`src/rtl/tdc_measure_ctrl.sv`:
```
// Batch sequencer for the TDC delay line: clear, launch, settle, capture, accumulate popcount.
// Optional bubble check on captured codes is enabled by defining TDC_CTRL_BUBBLE_CHECK_EN.
module tdc_measure_ctrl #(
    parameter int N_DELAY       = 32,
    parameter int SETTLE_CYCLES = 4,
    parameter int AVG_LOG2      = 2,
    localparam int MW = $clog2(N_DELAY + 1),
    localparam int CW = MW + AVG_LOG2
) (
    input  logic               clk,
    input  logic               rst_n,
    input  logic               req,
    input  logic               abort,
    input  logic [N_DELAY-1:0] tdc_code,
    output logic               tdc_clr,
    output logic               tdc_start,
    output logic               busy,
    output logic               res_valid,
    input  logic               res_ready,
    output logic [CW-1:0]      res_count,
    output logic [MW-1:0]      res_mean,
    output logic               res_err,
    output logic [2:0]         dbg_state
);

    localparam int SW = (SETTLE_CYCLES > 1) ? $clog2(SETTLE_CYCLES) : 1;
    localparam int IW = (AVG_LOG2 > 0) ? AVG_LOG2 : 1;
    localparam logic [IW-1:0] LAST_IDX = IW'((1 << AVG_LOG2) - 1);

    typedef enum logic [2:0] {
        IDLE    = 3'd0,
        CLEAR   = 3'd1,
        LAUNCH  = 3'd2,
        SETTLE  = 3'd3,
        CAPTURE = 3'd4,
        DONE    = 3'd5
    } state_t;

    state_t        state;
    logic [CW-1:0] acc;
    logic [IW-1:0] sample_idx;
    logic [SW-1:0] settle_cnt;
    logic [MW-1:0] pop;

    assign dbg_state = state;
    assign res_count = acc;
    assign res_mean  = acc[CW-1:AVG_LOG2];

    always_comb begin
        pop = '0;
        for (int i = 0; i < N_DELAY; i++) begin
            pop = pop + MW'(tdc_code[i]);
        end
    end

    // Result handshake: res_valid rises on entry to DONE and holds with a stable
    // res_count/res_mean/res_err until the edge where res_valid && res_ready; it is low from then on.
    always_ff @(posedge clk or posedge rst_n) begin
        if (rst_n) begin
            state      <= IDLE;
            acc        <= '0;
            sample_idx <= '0;
            settle_cnt <= '0;
            tdc_clr    <= 1'b0;
            tdc_start  <= 1'b0;
            busy       <= 1'b0;
            res_valid  <= 1'b0;
        end else if (abort && state != IDLE && state != DONE) begin
            // Abort drops the line controls and discards any partial batch, including this capture.
            state      <= IDLE;
            acc        <= '0;
            sample_idx <= '0;
            tdc_clr    <= 1'b0;
            tdc_start  <= 1'b0;
            busy       <= 1'b0;
        end else begin
            case (state)
                IDLE: begin
                    if (req && !abort) begin
                        state      <= CLEAR;
                        acc        <= '0;
                        sample_idx <= '0;
                        tdc_clr    <= 1'b1;
                        busy       <= 1'b1;
                    end
                end
                CLEAR: begin
                    state      <= LAUNCH;
                    tdc_clr    <= 1'b0;
                    tdc_start  <= 1'b1;
                    settle_cnt <= SW'(SETTLE_CYCLES - 1);
                end
                LAUNCH: begin
                    state <= SETTLE;
                end
                SETTLE: begin
                    if (settle_cnt == '0) begin
                        state     <= CAPTURE;
                        tdc_start <= 1'b0;
                    end else begin
                        settle_cnt <= settle_cnt - SW'(1);
                    end
                end
                CAPTURE: begin
                    acc <= acc + CW'(pop);
                    if (sample_idx == LAST_IDX) begin
                        state     <= DONE;
                        res_valid <= 1'b1;
                    end else begin
                        state      <= CLEAR;
                        sample_idx <= sample_idx + IW'(1);
                        tdc_clr    <= 1'b1;
                    end
                end
                DONE: begin
                    if (res_ready) begin
                        state     <= IDLE;
                        res_valid <= 1'b0;
                        busy      <= 1'b0;
                    end
                end
                default: begin
                    state     <= IDLE;
                    tdc_clr   <= 1'b0;
                    tdc_start <= 1'b0;
                    busy      <= 1'b0;
                    res_valid <= 1'b0;
                end
            endcase
        end
    end

`ifdef TDC_CTRL_BUBBLE_CHECK_EN
    logic err;
    logic code_ok;

    // A clean code is a run of ones from bit 0 (or all-zero): adding 1 carries through the whole run.
    assign code_ok = ((tdc_code & (tdc_code + N_DELAY'(1))) == '0);
    assign res_err = err;

    always_ff @(posedge clk or posedge rst_n) begin
        if (rst_n) begin
            err <= 1'b0;
        end else if (abort && state != IDLE && state != DONE) begin
            err <= 1'b0;
        end else if (state == IDLE && req && !abort) begin
            err <= 1'b0;
        end else if (state == CAPTURE && !code_ok) begin
            err <= 1'b1;
        end
    end
`else
    assign res_err = 1'b0;
`endif

endmodule

```
`config.mk`:
```
export PLATFORM = sky130hd
export DESIGN_NAME = tdc_measure_ctrl
export DESIGN_NICKNAME = d
export VERILOG_FILES = /design/src/rtl/tdc_measure_ctrl.sv
export SDC_FILE = /design/constraint.sdc
export NUM_CORES = 1
export LEC_CHECK = 0
export ABC_AREA = 1
export ABC_CLOCK_PERIOD_IN_PS = 4500
export CORE_ASPECT_RATIO = 0.7
export CORE_UTILIZATION = 44
export DETAILED_ROUTE_END_ITERATION = 6
export PLACE_DENSITY = 0.78
export SLEW_MARGIN = 25
export SYNTH_ARGS = -nofsm -noshare
export SYNTH_HDL_FRONTEND = slang
export SYNTH_SLANG_ARGS = --single-unit
```
`constraint.sdc`:
```
create_clock -name clk -period 4.5 [get_ports clk]
set_input_delay 0.9 -clock clk [delete_from_list [all_inputs] [get_ports clk]]
set_output_delay 0.9 -clock clk [all_outputs]
set_load 0.01 [all_outputs]
```
==> results of run 1 <==
==> power groups by stage <==
stage / combinational (uW) / sequential (uW) / clock [uW]
4_1_cts: 1750 / 273 / 124
3_3_place_gp: 1590 / 275 / 0
6_report: 2070 / 273 / 122
2_1_floorplan: 1190 / 279 / 0
3_5_place_dp: 1610 / 276 / 0
5_1_grt: 2320 / 281 / 132
==> through the flow <==
stage | hold slack, ps | total power, uW
floorplan | 446 | 1470
global placement | 456 | 1860
detailed placement | 466 | 1890
CTS | 486 | 2140
global route | 514 | 2740
finish | 489 | 2460
==> logic make-up (layout without fill, tap and decap cells) <==
group	count (synthesis)	after routing	share of synthesized area, %
buffers and inverters	73	134	14.5
adders and majority gates	43	43	35.5
other	1	1	0.182
and+or+nand+nor	84	84	19.4
xor gates and xnor gates	3	3	1.27
DFF	19	19	23.0
AOI/OAI and AO/OA	24	24	6.12
==> flip-flops by register name, summed over array words and instances (netlist names) <==
register	count
tdc_clr	1
dbg_state	3
busy	1
tdc_start	1
res_count	8
res_valid	1
settle_cnt	2
sample_idx	2
==> final timing paths <==
kind	start	end	slack, ps	cells after the start
max	tdc_code[19]	res_count[4]	-590	14
min in group asynchronous	rst_n	settle_cnt[1]	1070	2
max reg2reg	res_count[0]	res_count[4]	210	12
min reg2reg	sample_idx[0]	sample_idx[0]	490	1
min	sample_idx[0]	sample_idx[0]	490	1
max in group asynchronous	rst_n	res_count[7]	2960	2
==> cells in the final DEF, fill, tap and decap left out, types with 2 or more instances in the layout <==
| cell type | count |
|---|---|
| inv_1 | 56 |
| nand2_1 | 47 |
| clkdlybuf4s50_1 | 42 |
| fa_1 | 23 |
| dfrtp_1 | 19 |
| ha_1 | 17 |
| inv_2 | 10 |
| nor2_1 | 9 |
| o21ai_1 | 9 |
| nand2_2 | 7 |
| nand3_1 | 7 |
| buf_2 | 7 |
| buf_4 | 6 |
| a21oi_1 | 5 |
| o21ai_0 | 5 |
| clkdlybuf4s15_1 | 4 |
| nand2_4 | 3 |
| nand3_2 | 3 |
| fa_2 | 3 |
| clkbuf_8 | 3 |
| o211ai_1 | 2 |
| nand3_4 | 2 |
| nor2_2 | 2 |
| dlygate4sd2_1 | 2 |
| buf_6 | 2 |
==> layer usage <==
| metal | vias to the layer above | global-route usage [%] | part of all wire [%] |
|---|---|---|---|
| li1 | 860 | - | - |
| met1 | 788 | 25.3 | 46 |
| met2 | 58 | 28.5 | 46 |
| met3 | 4 | 2.23 | 6.5 |
| met4 | 0 | 4.19 | 0.76 |
| met5 | - | 0 | 0 |
==> repair_timing <==
item                                    in CTS  in global routing
gates resized for setup                     47                 11
hold buffers                                 0                  0
pin swaps                                   19                  9
endpoints found under the setup margin       8                  8
buffers inserted                             2                  3
endpoints found under the hold margin        0                  0
==> cell type report <==
type	instances	area [um^2]	area share (%)
tap	55	68.8	2.48
timing repair buffer	64	586	21.1
multi-input combinational	155	1350	48.6
clock buffer	3	41.3	1.49
sequential	19	475	17.1
clock inverter	1	7.51	0.271
inverter	66	248	8.93
==> results.json, run 1 <==
{
  "crit_slowest_cell": "fa_1",
  "drv_cap": 0,
  "peakVddDrop_mv": 0.610,
  "routedWlPerCell_um": 11.2,
  "fin_area_um2": 2780,
  "dp_hpwl_um": 3470,
  "drv_slew": 0,
  "tritoncts": "yes",
  "synth_cell_types": 26,
  "crit_chain": "dlygate4sd2_1 > fa_1 > inv_1 > fa_1 > fa_1 > fa_1 > fa_1 > fa_1 > fa_2 > fa_2 > o21ai_2 > buf_4 > xnor2_2 > o21ai_1",
  "ioPinCount": 59,
  "initial_core_util_pct": 46.6,
  "grt_pass1_wl_um": 6960,
  "cts_inserted_buffers": 3,
  "arrival_ps": 5250,
  "worstSetupPathType": "input port to register",
  "fin_ws_ps": -590,
  "crit_path_end_kind": "register",
  "switching_power_uw": 1180,
  "grt_usage_pct": 17.5,
  "grt_start_max_net_pins": 20,
  "final.min_clock_period_ps": 5090,
  "cp_common_cell": "fa_1",
  "synth_top_cells_by_area": "fa_1 (25%), dfrtp_1 (23%), inv_1 (11%)",
  "setup_viol": 8,
  "area_delta_synth_final_pct": 34.3,
  "dr.pass1.iters": 6,
  "worstMarginPinSlew_ps": 732,
  "min_path_type": "register to register",
  "route.detailed.drc": 10,
  "avgSynthCellArea_um2": 8.36,
  "synth_area_um2": 2070,
  "p_seq_share_pct": 11.1,
  "die_w_um": 83.9,
  "synth_top_area_share_pct": 25.2,
  "layout.nets": 389,
  "period_share_pct": 113,
  "fin_tns_setup_ps": -3680,
  "yosysWarnings": 0,
  "power_frac_comb_pct": 84.0,
  "nFillCells": 374,
  "synthCells": 247,
  "rsz0062_at_grt": "true",
  "placedCellCount": 354,
  "dieHeight_um": 59.3,
  "gr-total-overflow": 0,
  "cp_slowest_stage_delay_ps": 530,
  "async_reset_ff_share_pct": 100,
  "vias": 1710,
  "die_area_um2": 4980,
  "status": "finished, violations left",
  "routed_wl_um": 4080,
  "fmax_mhz": 196,
  "synth_commonest_cells": "inv_1 (60), nand2_1 (52), fa_1 (26), dfrtp_1 (19), ha_1 (17)",
  "drt_iter0_drc": 103,
  "synth_most_common_cell": "inv_1",
  "cts_sinks": 19,
  "antenna_found_initial": 0,
  "crit_fanout": 2,
  "num_antenna_cells": 0,
  "swShare_pct": 47.9,
  "violations": "DRC, setup timing",
  "place.gp.congestion": 0.856,
  "worstSkewPairLatency_ps": 260,
  "drive_gt1_share_pct": 17.9,
  "path_clk_slew_ps": 80,
  "path_buf_inv": 3,
  "port_buffers": 57,
  "drtAntennaViolNets": 0,
  "utilization_pct": 62.7,
  "ys_seq_area_share_pct": 23.0,
  "synth_edf_count": 0,
  "cts_root_buf": "clkbuf_8",
  "start_kind": "input port",
  "max_slew_margin_pct": 51.1,
  "place_area_um2": 2680,
  "coreArea_um2": 4430,
  "clock_power_share_pct": 5.0,
  "cts.path.max_buffers": 2,
  "cp_data_required_time_ps": 4660,
  "p_leak_uw": 0.00150,
  "synthFlopType": "dfrtp_1",
  "row_count": 20,
  "clock_skew_ps": 11.5,
  "hold_violations": 0,
  "place_ws_ps": -1230,
  "yosys.area.top_type": "fa_1",
  "crit_family": "adder cells",
  "synth_nets": 327,
  "grt_pass1_vias": 1619,
  "p_int_uw": 1280,
  "powerDensity_nw_per_um2": 888,
  "ys_ff_latch": 19,
  "ctsHtreeMaxLevel": 1,
  "vias_per_cell": 4.71,
  "fin_cells": 363
}
Note: power is estimated with default switching activity, not from simulation.
==> run 2, diff against run 1 <==
--- a/config.mk
+++ b/config.mk
@@ -6,8 +6,8 @@
 export NUM_CORES = 1
 export LEC_CHECK = 0
 export ABC_AREA = 1
-export ABC_CLOCK_PERIOD_IN_PS = 4500
 export CORE_ASPECT_RATIO = 0.7
+export CORE_MARGIN = 2
 export CORE_UTILIZATION = 44
 export DETAILED_ROUTE_END_ITERATION = 6
 export PLACE_DENSITY = 0.78
==> run 2 against run 1 <==
Compared with the run above: the run still ends with DRC, setup timing left; sequential power about the same; critical path depth increased by 2; sequential share of layout area increased by 0.31 points; clock power about the same; via count decreased by 0.35%; register-to-register slack improved by 140 ps; first-iteration DRC count decreased by 30%; die area increased by 5.8%; clock skew decreased by 10 ps; critical endpoint is now res_count[6]; largest cell class unchanged.
==> results.json, run 2 (same netlist as run 1, synthesis figures left out) <==
{
  "status": "finished, violations left",
  "violations": "DRC, setup timing",
  "worstSetupStartpoint": "tdc_code[17]",
  "grt_pass1_vias": 1597,
  "routedWlPerCell_um": 11.3,
  "vias_per_cell": 4.72,
  "reg2reg_to": "res_count[6]",
  "period_share_pct": 111,
  "worst-r2r-setup-slack_ps": 350,
  "hold_path_depth": 2,
  "crit_fanout": 2,
  "setup_viol": 7,
  "vias": 1704,
  "rsz0062_at_grt": "true",
  "row_count": 20,
  "worstMarginPinSlew_ps": 716,
  "min-delay-start": "tdc_start",
  "initial_core_util_pct": 46.6,
  "met1Wirelength_um": 1970,
  "hold_violations": 0,
  "cts_inserted_buffers": 3,
  "die_area_um2": 5270,
  "tritoncts": "yes",
  "fin_area_um2": 2730,
  "utilization_pct": 61.6,
  "path_clk_slew_ps": 70,
  "final.min_clock_period_ps": 4990,
  "worstSetupPathType": "input port to register",
  "powerDensity_nw_per_um2": 868,
  "layout_common_cells": "inv_1 (56), nand2_1 (49), clkdlybuf4s50_1 (42)",
  "port_buffers": 57,
  "layout.nets": 387,
  "cts_root_buf": "clkbuf_8",
  "ctsHtreeMaxLevel": 1,
  "min_to": "tdc_start",
  "cts_sinks": 19,
  "arrival_ps": 5150,
  "place.gp.congestion": 0.854,
  "place_area_um2": 2690,
  "route.detailed.drc": 7,
  "largest_register_ffs": 8,
  "min_path_type": "register to register",
  "met3_length_um": 232,
  "dieHeight_um": 61.3,
  "drv_slew": 0,
  "postCtsHoldBufs": 0,
  "cp_data_required_time_ps": 4650,
  "dr.pass1.iters": 7,
  "drive_gt1_share_pct": 17.3,
  "route.top_layer_used": "met4",
  "grt_pass1_wl_um": 6960,
  "final_common_cell": "inv_1",
  "num_antenna_cells": 0,
  "coreArea_um2": 4430,
  "cts.path.max_buffers": 2,
  "peakVddDrop_mv": 0.747,
  "grt_usage_pct": 16.9,
  "start_kind": "input port",
  "max_slew_margin_pct": 52.2,
  "reg2reg_from": "res_count[0]",
  "gr-total-overflow": 0,
  "crit_path_end_kind": "register",
  "grt_start_max_net_pins": 20,
  "drtAntennaViolNets": 0,
  "area_delta_synth_final_pct": 32.0,
  "ioPinCount": 59,
  "drt_iter0_drc": 72,
  "fmax_mhz": 200,
  "worstSkewPairLatency_ps": 250,
  "dp_hpwl_um": 3500,
  "antenna_found_initial": 0,
  "place_ws_ps": -1170,
  "drv_cap": 0,
  "nFillCells": 380,
  "dr_wl_met2_um": 1850,
  "fin_ws_ps": -495,
  "r2r_cells": 14,
  "die_w_um": 85.9,
  "p_leak_uw": 0.00148,
  "routed_wl_um": 4070,
  "clock_skew_ps": 1.05
}
[run 2: stage by stage]
stage / hold WS [ps] / TNS (ps) / total power, uW / cells
floorplan: 446 / -2840 / 1470 / 247
finish: 475 / -2550 / 2370 / 361
global route: 520 / -3700 / 2670 / 361
CTS: 482 / -3150 / 2260 / 360
detailed placement: 465 / -7590 / 1950 / 355
global placement: 454 / -7310 / 1930 / 355
[run 2: critical path, cell delays in order]
cell	delay, ps
buf_6	90
fa_1	530
inv_1	50
fa_1	500
fa_1	440
fa_1	560
fa_1	420
fa_1	460
fa_2	360
fa_2	360
o21ai_2	150
nand2_1	90
nand2_1	60
nand2_1	50
nand3_1	60
nand2_1	50
[run 2: worst max path at each step]
stage	endpoint	slack [ps]
3_5_place_dp	res_count[6]	-1170
4_1_cts	res_count[6]	-640
5_1_grt	res_count[6]	-670
3_3_place_gp	res_count[6]	-1120
2_1_floorplan	res_count[6]	-580
6_report	res_count[6]	-490
[run 2: repair_timing]
item	CTS	global route
buffers inserted	1	1
endpoints found under the setup margin	8	8
pin swaps	19	9
resized for setup	56	6
[run 2: final cells by class]
type / count / area (um^2) / area share, %
clock buffer: 4 / 45.0 / 1.65
inverter: 66 / 248 / 9.09
multi-input combinational: 155 / 1330 / 48.9
sequential: 19 / 475 / 17.4
tap: 55 / 68.8 / 2.52
timing repair buffer: 62 / 557 / 20.4
[run 2: report_power, final]
part           switching [uW]  leakage [uW]  internal, uW  total (uW)
Clock                    57.0     0.0000228          63.0         120
Sequential               54.6      0.000250           217         271
Combinational             985       0.00121           991        1980
Total                    1100       0.00148          1270        2370
[run 2: per-layer routing]
| metal | GRT usage, % | up-vias |
|---|---|---|
| met4 | 4.08 | 0 |
| met5 | 0 | - |
| met3 | 2.82 | 4 |
| met1 | 24.3 | 797 |
| met2 | 27.4 | 51 |
| li1 | - | 852 |
